File: src/rtl/joypad_controller.sv
// ----------------------------------------------------------------------------
// joypad_controller
//
// Bridges two Genesis-style 3-button pads onto the CPU's NES-style serial
// joypad ports. A shared scan FSM toggles the pad select lines. It samples
// each half of the pad once per select phase and commits a full NES button
// byte at the end of every scan. Each port then serves that byte through an
// independent latch/shift register. The CPU reads it one bit per read
// strobe.
//
// Ports
//   I_clock      in   1         system clock
//   I_reset      in   1         asynchronous, active-low reset
//   I_joy_bits   in   6*ports   raw pad lines, active-low, 6 per port
//                               [0]Up [1]Down [2]Left [3]Right [4]B/A [5]C/Start
//   O_joy_mode   out  ports     pad select line per port (1 = B/C half)
//   I_GPIO_load  in   ports     strobe/latch level per port
//   I_GPIO_rden  in   ports     read strobe per port
//   O_GPIO_data  out  ports     serial button bit per port, 1 = pressed
// ----------------------------------------------------------------------------
module joypad_controller #(
    parameter int unsigned P_scan_div = 1024,
    parameter int unsigned P_ports    = 2
) (
    input  logic                   I_clock,
    input  logic                   I_reset,
    input  logic [P_ports*6-1:0]   I_joy_bits,
    output logic [P_ports-1:0]     O_joy_mode,
    input  logic [P_ports-1:0]     I_GPIO_load,
    input  logic [P_ports-1:0]     I_GPIO_rden,
    output logic [P_ports-1:0]     O_GPIO_data
);

    localparam int unsigned        L_cnt_w = (P_scan_div > 1) ? $clog2(P_scan_div) : 1;
    localparam logic [L_cnt_w-1:0] L_last  = L_cnt_w'(P_scan_div - 1);

    typedef enum logic {
        StHi = 1'b0,
        StLo = 1'b1
    } scan_state_e;

    // Synchroniser for the asynchronous pad lines (idle level is high)
    logic [P_ports*6-1:0]     r_sync1;
    logic [P_ports*6-1:0]     r_sync2;

    // Scan FSM
    scan_state_e              r_state;
    logic [L_cnt_w-1:0]       r_cnt;
    logic [P_ports-1:0]       r_joy_mode;
    // HI-phase capture per port, 1 = pressed: [0]U [1]D [2]L [3]R [4]B [5]C
    logic [P_ports-1:0][5:0]  r_hi;
    // Committed NES button byte per port
    logic [P_ports-1:0][7:0]  r_btn;

    // Serial read side
    logic [P_ports-1:0][7:0]  r_shift;
    logic [P_ports-1:0]       r_rden_q;

    logic                     w_scan_end;
    logic                     w_commit_now;
    logic [P_ports-1:0][7:0]  w_commit;
    logic [P_ports-1:0][7:0]  w_btn_fwd;

    // ------------------------------------------------------------------------
    // Pad line synchroniser
    // ------------------------------------------------------------------------
    always_ff @(posedge I_clock or negedge I_reset) begin
        if (!I_reset) begin
            r_sync1 <= '1;
            r_sync2 <= '1;
        end else begin
            r_sync1 <= I_joy_bits;
            r_sync2 <= r_sync1;
        end
    end

    assign w_scan_end   = (r_cnt == L_last);
    assign w_commit_now = (r_state == StLo) && w_scan_end;

    // Full NES byte assembled from the held HI capture plus the live LO lines.
    // NES order: [0]A(pad C) [1]B [2]Select(pad A) [3]Start [4]U [5]D [6]L [7]R
    always_comb begin
        w_commit = '0;
        for (int p = 0; p < int'(P_ports); p++) begin
            w_commit[p] = {r_hi[p][3], r_hi[p][2], r_hi[p][1], r_hi[p][0],
                           ~r_sync2[p*6+5], ~r_sync2[p*6+4],
                           r_hi[p][4], r_hi[p][5]};
        end
    end

    // Forward the byte being committed this cycle so a concurrent reload
    // never picks up the stale value.
    always_comb begin
        w_btn_fwd = r_btn;
        if (w_commit_now) begin
            w_btn_fwd = w_commit;
        end
    end

    // ------------------------------------------------------------------------
    // Scan FSM: HI phase samples directions + B/C, LO phase samples A/Start
    // and commits. Left/Right are never taken from the LO phase because the
    // pad pulls them low there for identification.
    // ------------------------------------------------------------------------
    always_ff @(posedge I_clock or negedge I_reset) begin
        if (!I_reset) begin
            r_state    <= StHi;
            r_cnt      <= '0;
            r_joy_mode <= '1;
            r_hi       <= '0;
            r_btn      <= '0;
        end else if (w_scan_end) begin
            r_cnt <= '0;
            unique case (r_state)
                StHi: begin
                    for (int p = 0; p < int'(P_ports); p++) begin
                        r_hi[p] <= ~r_sync2[p*6 +: 6];
                    end
                    r_state    <= StLo;
                    r_joy_mode <= '0;
                end
                StLo: begin
                    r_btn      <= w_commit;
                    r_state    <= StHi;
                    r_joy_mode <= '1;
                end
            endcase
        end else begin
            r_cnt <= r_cnt + L_cnt_w'(1);
        end
    end

    assign O_joy_mode = r_joy_mode;

    // ------------------------------------------------------------------------
    // Per-port latch/shift register. A falling read strobe advances one bit;
    // ones are shifted in so reads past the eighth return 1.
    // ------------------------------------------------------------------------
    always_ff @(posedge I_clock or negedge I_reset) begin
        if (!I_reset) begin
            r_shift  <= '0;
            r_rden_q <= '0;
        end else begin
            r_rden_q <= I_GPIO_rden;
            for (int p = 0; p < int'(P_ports); p++) begin
                if (I_GPIO_load[p]) begin
                    r_shift[p] <= w_btn_fwd[p];
                end else if (r_rden_q[p] && !I_GPIO_rden[p]) begin
                    r_shift[p] <= {1'b1, r_shift[p][7:1]};
                end
            end
        end
    end

    always_comb begin
        O_GPIO_data = '0;
        for (int p = 0; p < int'(P_ports); p++) begin
            O_GPIO_data[p] = r_shift[p][0];
        end
    end

endmodule

File: config.mk
export PLATFORM = sky130hd
export DESIGN_NAME = joypad_controller
export DESIGN_NICKNAME = d
export VERILOG_FILES = /design/src/rtl/joypad_controller.sv
export SDC_FILE = /design/constraint.sdc
export NUM_CORES = 1
export LEC_CHECK = 0
export CELL_PAD_IN_SITES_DETAIL_PLACEMENT = 1
export CELL_PAD_IN_SITES_GLOBAL_PLACEMENT = 2
export CORE_ASPECT_RATIO = 0.9
export CORE_UTILIZATION = 43
export CTS_CLUSTER_DIAMETER = 100
export CTS_CLUSTER_SIZE = 40
export DETAILED_ROUTE_END_ITERATION = 6
export PLACE_DENSITY_LB_ADDON = 0.12
export SYNTH_ARGS = -nofsm -noshare
export SYNTH_HDL_FRONTEND = slang
export SYNTH_SLANG_ARGS = --single-unit
File: constraint.sdc
create_clock -name I_clock -period 4.86 [get_ports I_clock]
set_input_delay 0.486 -clock I_clock [delete_from_list [all_inputs] [get_ports I_clock]]
set_output_delay 0.486 -clock I_clock [all_outputs]
set_load 0.05 [all_outputs]
==> results.txt <==
The first routing iteration left 104 violations. The family of cells with the greatest summed delay on the critical path is simple AND/OR/NAND/NOR gates. The I/O pin total came out at 22. Entering global routing, the biggest net connects 83 pins. The final route contains 2,047 vias. The detail-routed net length per standard cell is 16.1 µm. The initial antenna violation count is 0. The total negative slack came out at 0 ns. Ranked by total cell area, the synthesized netlist is headed by dfrtp_1, dfstp_2, mux2i_1.

The clock-pin slew on the worst setup and hold paths came out at 0.09 ns. The core region is 7540 µm². Summing the areas of all fa, ha and maj instances in the mapped netlist gives 0.375% of the synthesized area. Multiplexer cells account for 3.90% of the synthesized area. The worst clock skew came out at 0.0134 ns. Once the floorplan was initialized, standard cells occupied 44.2% of the core.

The cell area after synthesis came out at 3340 µm². The total count of hold-check failures in the final report is 0. The worst path uses 49.0% of the clock period.

The count of endpoints failing setup in the final report came out at 0. The slew at the pin with the worst max-slew slack is 1.02 ns. For this run, the detailed router's first-pass iteration total came to 4.

TritonCTS built the clock tree. The total number of clock tree sinks is 82. The wire length of the first global-routing pass came out at 10,500 µm.

The number of buffers added to fix hold violations after cts is 0. The clock tree synthesis step divided the H-tree into 3 levels. Based on the critical path, the design can be clocked at up to 420 MHz. Setup repair after global routing left no endpoint under its margin.

The post-CTS repair timing setup buffer count came out at 0. After synthesis, the largest family of logic cells by area is simple AND/OR/NAND/NOR gates. In this run the power density over the cells is 344 nW/µm². The fraction of final layout cells with drive strength greater than 1 came out at 17.9%. Counting flops and latches in the post-synthesis netlist gives 82.

The worst hold path belongs to the class input pin to async pin. The fraction of synthesized cell area taken by the top area cell type came out at 42.7%. The number of buffers inserted by port buffering came out at 21. CTS placed an instance of clkbuf_8 at the clock tree root.

Traced cell by cell, the critical path runs through ha_1 -> nand3_4 -> nor4_4 -> mux2i_1. The average cell area after synthesis is 12.5 µm². dfrtp_1 takes more of the synthesized area than any other cell. The floorplan row count came out at 30. The max-slew violation count came out at 0. Max-cap violations in this run came to 0.

The largest individual stage delay along the critical path comes from the cell nor4_4. The run finished with clean final reports. The startpoint type of the worst setup path is a flip-flop. The worst setup path is of the flip-flop to flip-flop kind. The gate count after technology mapping came out at 268.

The placer's final routability congestion estimate came out at 0.640. For this run, the post-layout net count is 299. The required time reported for the critical path endpoint came out at 5.14 ns. The shortest period the worst path allows is 2.38 ns.

The synthesis-to-layout area growth came out at 12.9%. The fraction of the mapped netlist area in compound gates is 11.0%. The worst setup path is captured at a flip-flop. Clock latency on the worst-skew pair, taken at its later pin, is 0.35 ns. The stage delay of the slowest cell on the critical path is 0.99 ns.

The number of clock buffers added by TritonCTS is 9. The count of antenna diodes in the layout is 0. The count of different cell masters after synthesis is 34.

The half-perimeter wire length after placement is 3820 µm. The per-cell via count in the routed design came out at 5.37. The synthesized net count is 287.

The register area share after synthesis came out at 62.4%. The die extent in x is 94.9 µm. Once detail routing completed, the nets flagged for antenna violations numbered 0. In this run the static leakage power is 1.62 nW. After Yosys synthesis, XOR and XNOR cells account for 1.57% of the synthesized area. The number of buffers and inverters on the critical path came out at 0. Gates resized during post-CTS repair numbered 0. The via count of the first global-routing pass came out at 2,044.

The number of cells in the design after placement came out at 365. Measured against its own limit, the worst slew margin works out to 31.5%. The maximum clock path buffer count is 2. The area share of and/or/nand/nor cells after synthesis is 15.9%. The data arrival time of the critical path came out at 2.66 ns. Measured along the y axis, the die boundary spans 85.6 µm. The leftover overflow at the end of global routing is 0. The final routed wirelength across all metal layers is 6140 µm.

The number of remaining DRC errors came out at 0. The number of cells in the finished layout apart from fillers is 381. The peak fanout along the critical path is 36. The yosys synthesis warning count is 0. The die covers 8120 µm². The maximum resistive drop on vdd came out at 0.207 mV. The worst setup slack for register-to-register paths is 2.48 ns. The total global routing track utilization is 17.2%.
## worst register-to-register path, cell delays in order (launching register included)
cell and delay, ns:
dfrtp_1 0.40, ha_1 0.27, nand3_4 0.35, nor4_4 1.00, mux2i_1 0.29
## layout by cell type (no fill, tap or decap), types with 2 or more instances in the layout
cell type        netlist  final
a31oi_1               14     14
a21oi_1                2      2
inv_1                 14     14
inv_4                  0      2
mux2i_1               13     13
nand3_1                4      4
or4_1                 11     11
or4_4                  5      5
a211oi_1              15     15
o31ai_1               16     16
nand2_1               29     29
clkdlybuf4s50_1        0     20
o21ai_0                2      2
clkbuf_8               0      9
nand2b_1               2      2
and3b_1               14     14
dfrtp_1               57     57
or3_1                  3      3
xor2_1                 3      3
dfstp_2               25     25
clkinv_4               0      2
nor2_1                 5      5
xnor2_1                3      3
a32oi_1                2      2
## path summary, 6_finish.rpt
check	start	end	cells past startpoint
hold / removal	I_reset	r_rden_q[0]$_DFF_PN0_	1
setup reg to reg	r_cnt[0]$_DFF_PN0_	r_hi[8]$_DFFE_PN0P_	4
setup / recovery	r_cnt[0]$_DFF_PN0_	r_hi[8]$_DFFE_PN0P_	4
min in group I_clock	r_sync1[11]$_DFF_PN1_	r_sync2[11]$_DFF_PN1_	0
max in group asynchronous	I_reset	r_hi[11]$_DFFE_PN0P_	1
hold reg to reg	r_sync1[11]$_DFF_PN1_	r_sync2[11]$_DFF_PN1_	0
## where the power goes
part	internal [mW]	total (mW)	switching (mW)
clock	0.271	0.518	0.246
sequential	0.711	0.721	0.0101
combinational	0.0250	0.0589	0.0339
## through the flow
step	setup slack, ns	instance area [µm²]	power (mW)	hold WS [ns]	util [%]
after global placement	2.55	3560	0.792	0.345	47.1
after global routing	2.27	3770	1.36	0.355	50.0
after detailed placement	2.42	3560	0.794	0.347	47.1
final	2.48	3770	1.30	0.304	50.0
after floorplan	3.21	3340	0.757	0.190	-
after CTS	2.42	3770	1.32	0.342	50.0
## final cells by class
type / count / area [µm²]
clock buffer: 11 / 153
clock inverter: 5 / 60.1
fill: 772 / 3780
inverter: 14 / 52.6
multi-input combinational: 152 / 1090
sequential: 82 / 2080
tap: 96 / 120
timing repair buffer: 21 / 208
## registers in the layout, indices dropped and copies added (netlist names)
| register | flops |
|---|---|
| r_shift | 14 |
| r_btn | 16 |
| r_state | 1 |
| r_cnt | 10 |
| O_GPIO_data | 2 |
| r_rden_q | 2 |
| r_sync1 | 12 |
| r_sync2 | 12 |
| r_hi | 12 |
| O_joy_mode | 1 |
## cells in the mapped netlist (all sizes together)
master,count
a31oi,14
and3,1
or3,3
or4,16
nand2b,2
inv,14
and3b,14
o31ai,16
mux2i,13
nor2,5
nor4,1
xor2,3
nand3,5
a32oi,2
a21oi,2
dfstp,25
a211oi,15
dfrtp,57
o21ai,2
nand2,29
xnor2,3
o21ba,1
nor3,1
buf,13
nand4,2
clkbuf,7
nor2b,1
ha,1
## layer usage
layer | wire, µm | vias to the layer above | track usage [%]
met2 | 2600 | 28 | 23.5
met1 | 3270 | 1023 | 25.8
li1 | - | 990 | -
met5 | 0 | - | 0
met4 | 73 | 0 | 5.37
met3 | 204 | 6 | 5.59
## kinds of logic (layout without fill, tap and decap cells)
group | count (synthesis) | count (layout)
multiplexers | 13 | 13
buffers and inverters | 34 | 51
XOR/XNOR | 6 | 6
adder cells (fa/ha/maj) | 1 | 1
AND/OR/NAND/NOR | 80 | 80
flip-flops | 82 | 82
AO/OA/AOI/OAI | 52 | 52
Note: power is estimated with default switching activity, not from simulation.
==> edit 1, RTL diff (same settings) <==
`P_scan_div`: 1024 -> 2048.
--- a/src/rtl/joypad_controller.sv
+++ b/src/rtl/joypad_controller.sv
@@ -19,7 +19,7 @@
 //   O_GPIO_data  out  ports     serial button bit per port, 1 = pressed
 // ----------------------------------------------------------------------------
 module joypad_controller #(
-    parameter int unsigned P_scan_div = 1024,
+    parameter int unsigned P_scan_div = 2048,
     parameter int unsigned P_ports    = 2
 ) (
     input  logic                   I_clock,
Behaviour: no difference found for any inputs over 10 cycles, from zero or initial values and one cycle with I_reset low; that may be too few to reach the edited logic, so the function may still have changed.
==> edit 1 against the original RTL <==
Synthesized area is 6.5% higher; cell area is 4.1% higher; count of clock-buffer cells in the layout is 1 lower; global-route usage is 0.14 points lower; sequential cell count is 1 higher; setup slack worse by 56 ps; power is 1.7% lower; via count is 5.4% higher; first-iteration DRC count is 11% lower; wire length is 7.4% higher; critical path type unchanged; critical endpoint is now r_hi[9]; largest power group unchanged.
==> edit 1: results <==
[grt]
use_met2_pct = 27.0
grt_max_degree = 84
use_met1_pct = 22.2
grt_pass1_wl_um = 11100
grt_pass1_vias = 2160
grt_use_total_pct = 17.0
use_met3_pct = 4.74

[synthesis]
synth-compound-area-share_pct = 12.0
synth_top_family_by_area = compound AO/OA/AOI/OAI gates
synthMuxAreaShare_pct = 8.83
yosysSeqAreaShare_pct = 59.3
syn_area_per_cell_um2 = 13.1
netlist_top_cells_count = 58 x dfrtp_1, 25 x dfstp_2, 18 x inv_1, 18 x nand2b_1
synth_area_leaders = dfrtp_1 41%, dfstp_2 18%, mux2i_1 4.5%
synth_nets = 290
yosys.area_share.xor_xnor_pct = 1.72
async_flop_share_pct = 100
synthAdderAreaFrac_pct = 0.352
ys_types = 36

[pwr]
p_sw_uw = 317
ir_drop_mv = 0.156
powerComb_uw = 69.5
swShare_pct = 24.9
leakagePower_uw = 0.00173
pwr-share-seq_pct = 57.2

[finish]
fin_nets = 298
layout-drive-gt1-share_pct = 20.4
largestRegisters = r_btn: 16 flops, r_shift: 14 flops
nFillCells = 828
final_cells = 383

[route]
drt-initial-drc-count = 93
wl_met3_um = 176
wirelength_met1_um = 3210
met2WireLength_um = 3100
wire_per_inst_um = 17.2
viasPerCell = 5.63

[worst_setup_path]
rr_endpoint = r_hi[9]
cp_slowest_cell = and4b_1
crit_fanout = 23
critPathArrivalTime_ps = 2720
reg2reg_depth = 3
startpoint = r_cnt[5]
cp_slowest_stage_delay_ps = 880

[timing]
finClkSkew_ps = 8.20
max_slew_margin_pct = 31.7
fin_crit_sh_pct = 50.1
holdWs_ps = 278

[placement]
place_area_um2 = 3730
pre_cts_slack_ps = 2390
dpl.hpwl_um = 3970
place_congestion = 0.665
io_buffers = 21
place_inst = 367

[clock_network]
cts_buffers = 9

[run_status]
status = finished, final reports clean
edit 1: cell types whose count changed after synthesis, moves of 14 or more:
cell,unedited run,this run
a311oi_1,0,16
o31ai_1,16,0
nand2b_1,2,18
a31oi_1,14,0
a41oi_1,0,16
nand2_1,29,1
edit 1: how the worst max path moves through the flow:
| stage | to | cells past startpoint |
|---|---|---|
| after detailed placement | r_hi[9] | 3 |
| final | r_hi[9] | 3 |
| after CTS | r_hi[9] | 3 |
| after global routing | r_hi[9] | 3 |
| after floorplan | r_shift[12] | 7 |
| after global placement | r_hi[0] | 3 |
edit 1: worst max-delay path: cells and delay by family, from the launching register on:
family	cells	cell delay, ps
flip-flops	1	400
AND/OR/NAND/NOR	2	1670
multiplexers	1	270
edit 1: area by class of cell:
class                   instances  area [um2]  area share (%)
clock buffers                  10         138            3.51
clock inverters                 6        52.6            1.34
inverters                      18        67.6            1.72
multi-input cells             145        1220            31.0
flip-flops and latches         83        2110            53.7
well taps                      99         124            3.16
repair buffers                 22         215            5.49
==> edit 2, RTL diff (config.mk and constraints unchanged) <==
Without the edit above. Register the output `O_GPIO_data`, with the module's reset; this adds one clock of latency there. The other outputs are not delayed to match.
--- a/src/rtl/joypad_controller.sv
+++ b/src/rtl/joypad_controller.sv
@@ -38,6 +38,8 @@
         StHi = 1'b0,
         StLo = 1'b1
     } scan_state_e;
+
+    logic [P_ports-1:0] O_GPIO_data_d;
 
     // Synchroniser for the asynchronous pad lines (idle level is high)
     logic [P_ports*6-1:0]     r_sync1;
@@ -153,9 +155,17 @@
     end
 
     always_comb begin
-        O_GPIO_data = '0;
+        O_GPIO_data_d = '0;
         for (int p = 0; p < int'(P_ports); p++) begin
-            O_GPIO_data[p] = r_shift[p][0];
+            O_GPIO_data_d[p] = r_shift[p][0];
+        end
+    end
+
+    always_ff @(posedge I_clock or negedge I_reset) begin
+        if (!I_reset) begin
+            O_GPIO_data <= '0;
+        end else begin
+            O_GPIO_data <= O_GPIO_data_d;
         end
     end
 
Function: same outputs for any inputs over 10 cycles, from zero or initial values and one cycle with I_reset low; that may be too few to reach the edited logic, so the function may still have changed.
==> edit 2 against the original RTL <==
Largest power group unchanged; cell area grew 0.80%; via count shrank 1.6%; setup slack gained 25 ps; wire length shrank 2.1%; power shrank 1.7%; core utilization grew 0.15 points; critical path type unchanged; synthesized area grew 1.0%; fmax grew 1.0%; highest routed layer unchanged; critical path depth is the same; final cell count grew 0.52%; sequential cell count grew 2.
==> edit 2: results <==
[run_status]
status = finished, final reports clean

[clock_network]
worstSkewPairLatency_ps = 350
path_clk_slew_ps = 90
htree_levels = 3
root_buffer = clkbuf_8
cts-resized-gates = 0
cts-root-to-sink-buffers = 2
cts_setup_buffers = 0
cts_buffers = 9

[synthesis]
synth_area_leaders = dfrtp_1 44%, dfstp_2 19%, mux2i_1 3.9%
synth_nets = 287
synthCells = 268
netlist_top_cells_count = 59 x dfrtp_1, 29 x nand2_1, 25 x dfstp_2
async_flop_share_pct = 100
yosysSeqAreaShare_pct = 63.3
ys.flop_type = dfrtp_1
ys_types = 34
synth_warnings = 0

[finish]
layout-drive-gt1-share_pct = 18.1
nFillCells = 794
regArea_um2 = 2130
fin_nets = 301
n_antenna_cell = 0
largestRegisters = r_btn: 16 flops, r_shift: 14 flops

[placement]
io_buffers = 21
place_area_um2 = 3610
place_inst = 367
place_congestion = 0.668
dpl.hpwl_um = 3760

[worst_setup_path]
crit_fanout = 36
reg2reg_depth = 4
critPathArrivalTime_ps = 2630

[grt]
grt_pass1_wl_um = 10500
grt_max_degree = 85
use_met2_pct = 21.9
grt_pass1_vias = 2050
grt_use_total_pct = 17.0
use_met3_pct = 5.85
use_met1_pct = 26.5
antenna_found_initial = 0

[route]
dr.pass1.iters = 4
wire_per_inst_um = 15.7
drt-initial-drc-count = 116
vias = 2015
totalWireLength_um = 6010

[timing]
worst_pin_slew_ps = 1000
finClkSkew_ps = 7.13

[pwr]
ir_drop_mv = 0.205
leakagePower_uw = 0.00164

[hold_path]
hold_class = in2async
[edit 2: changes by cell type in the layout (fill, tap and decap cells not counted)]
cell / before / now
dfrtp_1: 57 / 59
bufinv_16: 1 / 0
clkinv_2: 0 / 1
inv_6: 0 / 1
clkbuf_1: 1 / 0
[edit 2: path summary, 6_finish.rpt]
kind,start,to,slack (ps)
max,r_cnt[0],r_hi[7],2500
min,I_reset,O_GPIO_data[0],300
max reg2reg,r_cnt[0],r_hi[7],2500
min reg2reg,r_sync1[1],r_sync2[1],360
max in group asynchronous,I_reset,r_hi[7],3920
min in group I_clock,r_sync1[1],r_sync2[1],360
[edit 2: area by class of cell]
class | count | area share [%]
Timing Repair Buffer | 21 | 5.47
Clock inverter | 6 | 1.15
Tap cell | 96 | 3.16
Inverter | 14 | 1.38
Multi-Input combinational cell | 152 | 28.8
Sequential cell | 84 | 56.2
Clock buffer | 10 | 3.92
[edit 2: logic make-up (layout without fill, tap and decap cells)]
| logic type | Yosys count | count (layout) | synth area share (%) |
|---|---|---|---|
| muxes | 13 | 13 | 3.86 |
| adders and majority gates | 1 | 1 | 0.371 |
| buffers and inverters | 32 | 51 | 4.34 |
| and+or+nand+nor | 80 | 80 | 15.7 |
| DFF | 84 | 84 | 63.3 |
| AOI/OAI and AO/OA | 52 | 52 | 10.9 |
| xor gates and xnor gates | 6 | 6 | 1.56 |
[edit 2: through the flow]
stage               hold slack, ps  total power, uW  setup WS, ps
finish                         304             1280          2500
global route                   363             1330          2290
CTS                            346             1300          2470
detailed placement             347              812          2500
global placement               345              811          2530
floorplan                      190              774          3210
[edit 2: power by group]
group          leakage (uW)  internal [uW]  switching, uW  total (uW)
combinational      0.000494           25.0           33.6        58.6
sequential          0.00104            728           10.3         739
clock              0.000103            220            258         478
[edit 2: critical path: stages, from the launching register on]
cell and delay (ps):
dfrtp_1 410, ha_1 260, nand3_4 350, nor4_4 980, mux2i_1 270
[edit 2: metal layers]
metal | wire length, um | part of all wire [%]
met1 | 3310 | 55
met2 | 2450 | 41
met3 | 214 | 3.6
met4 | 39 | 0.65
met5 | 0 | 0
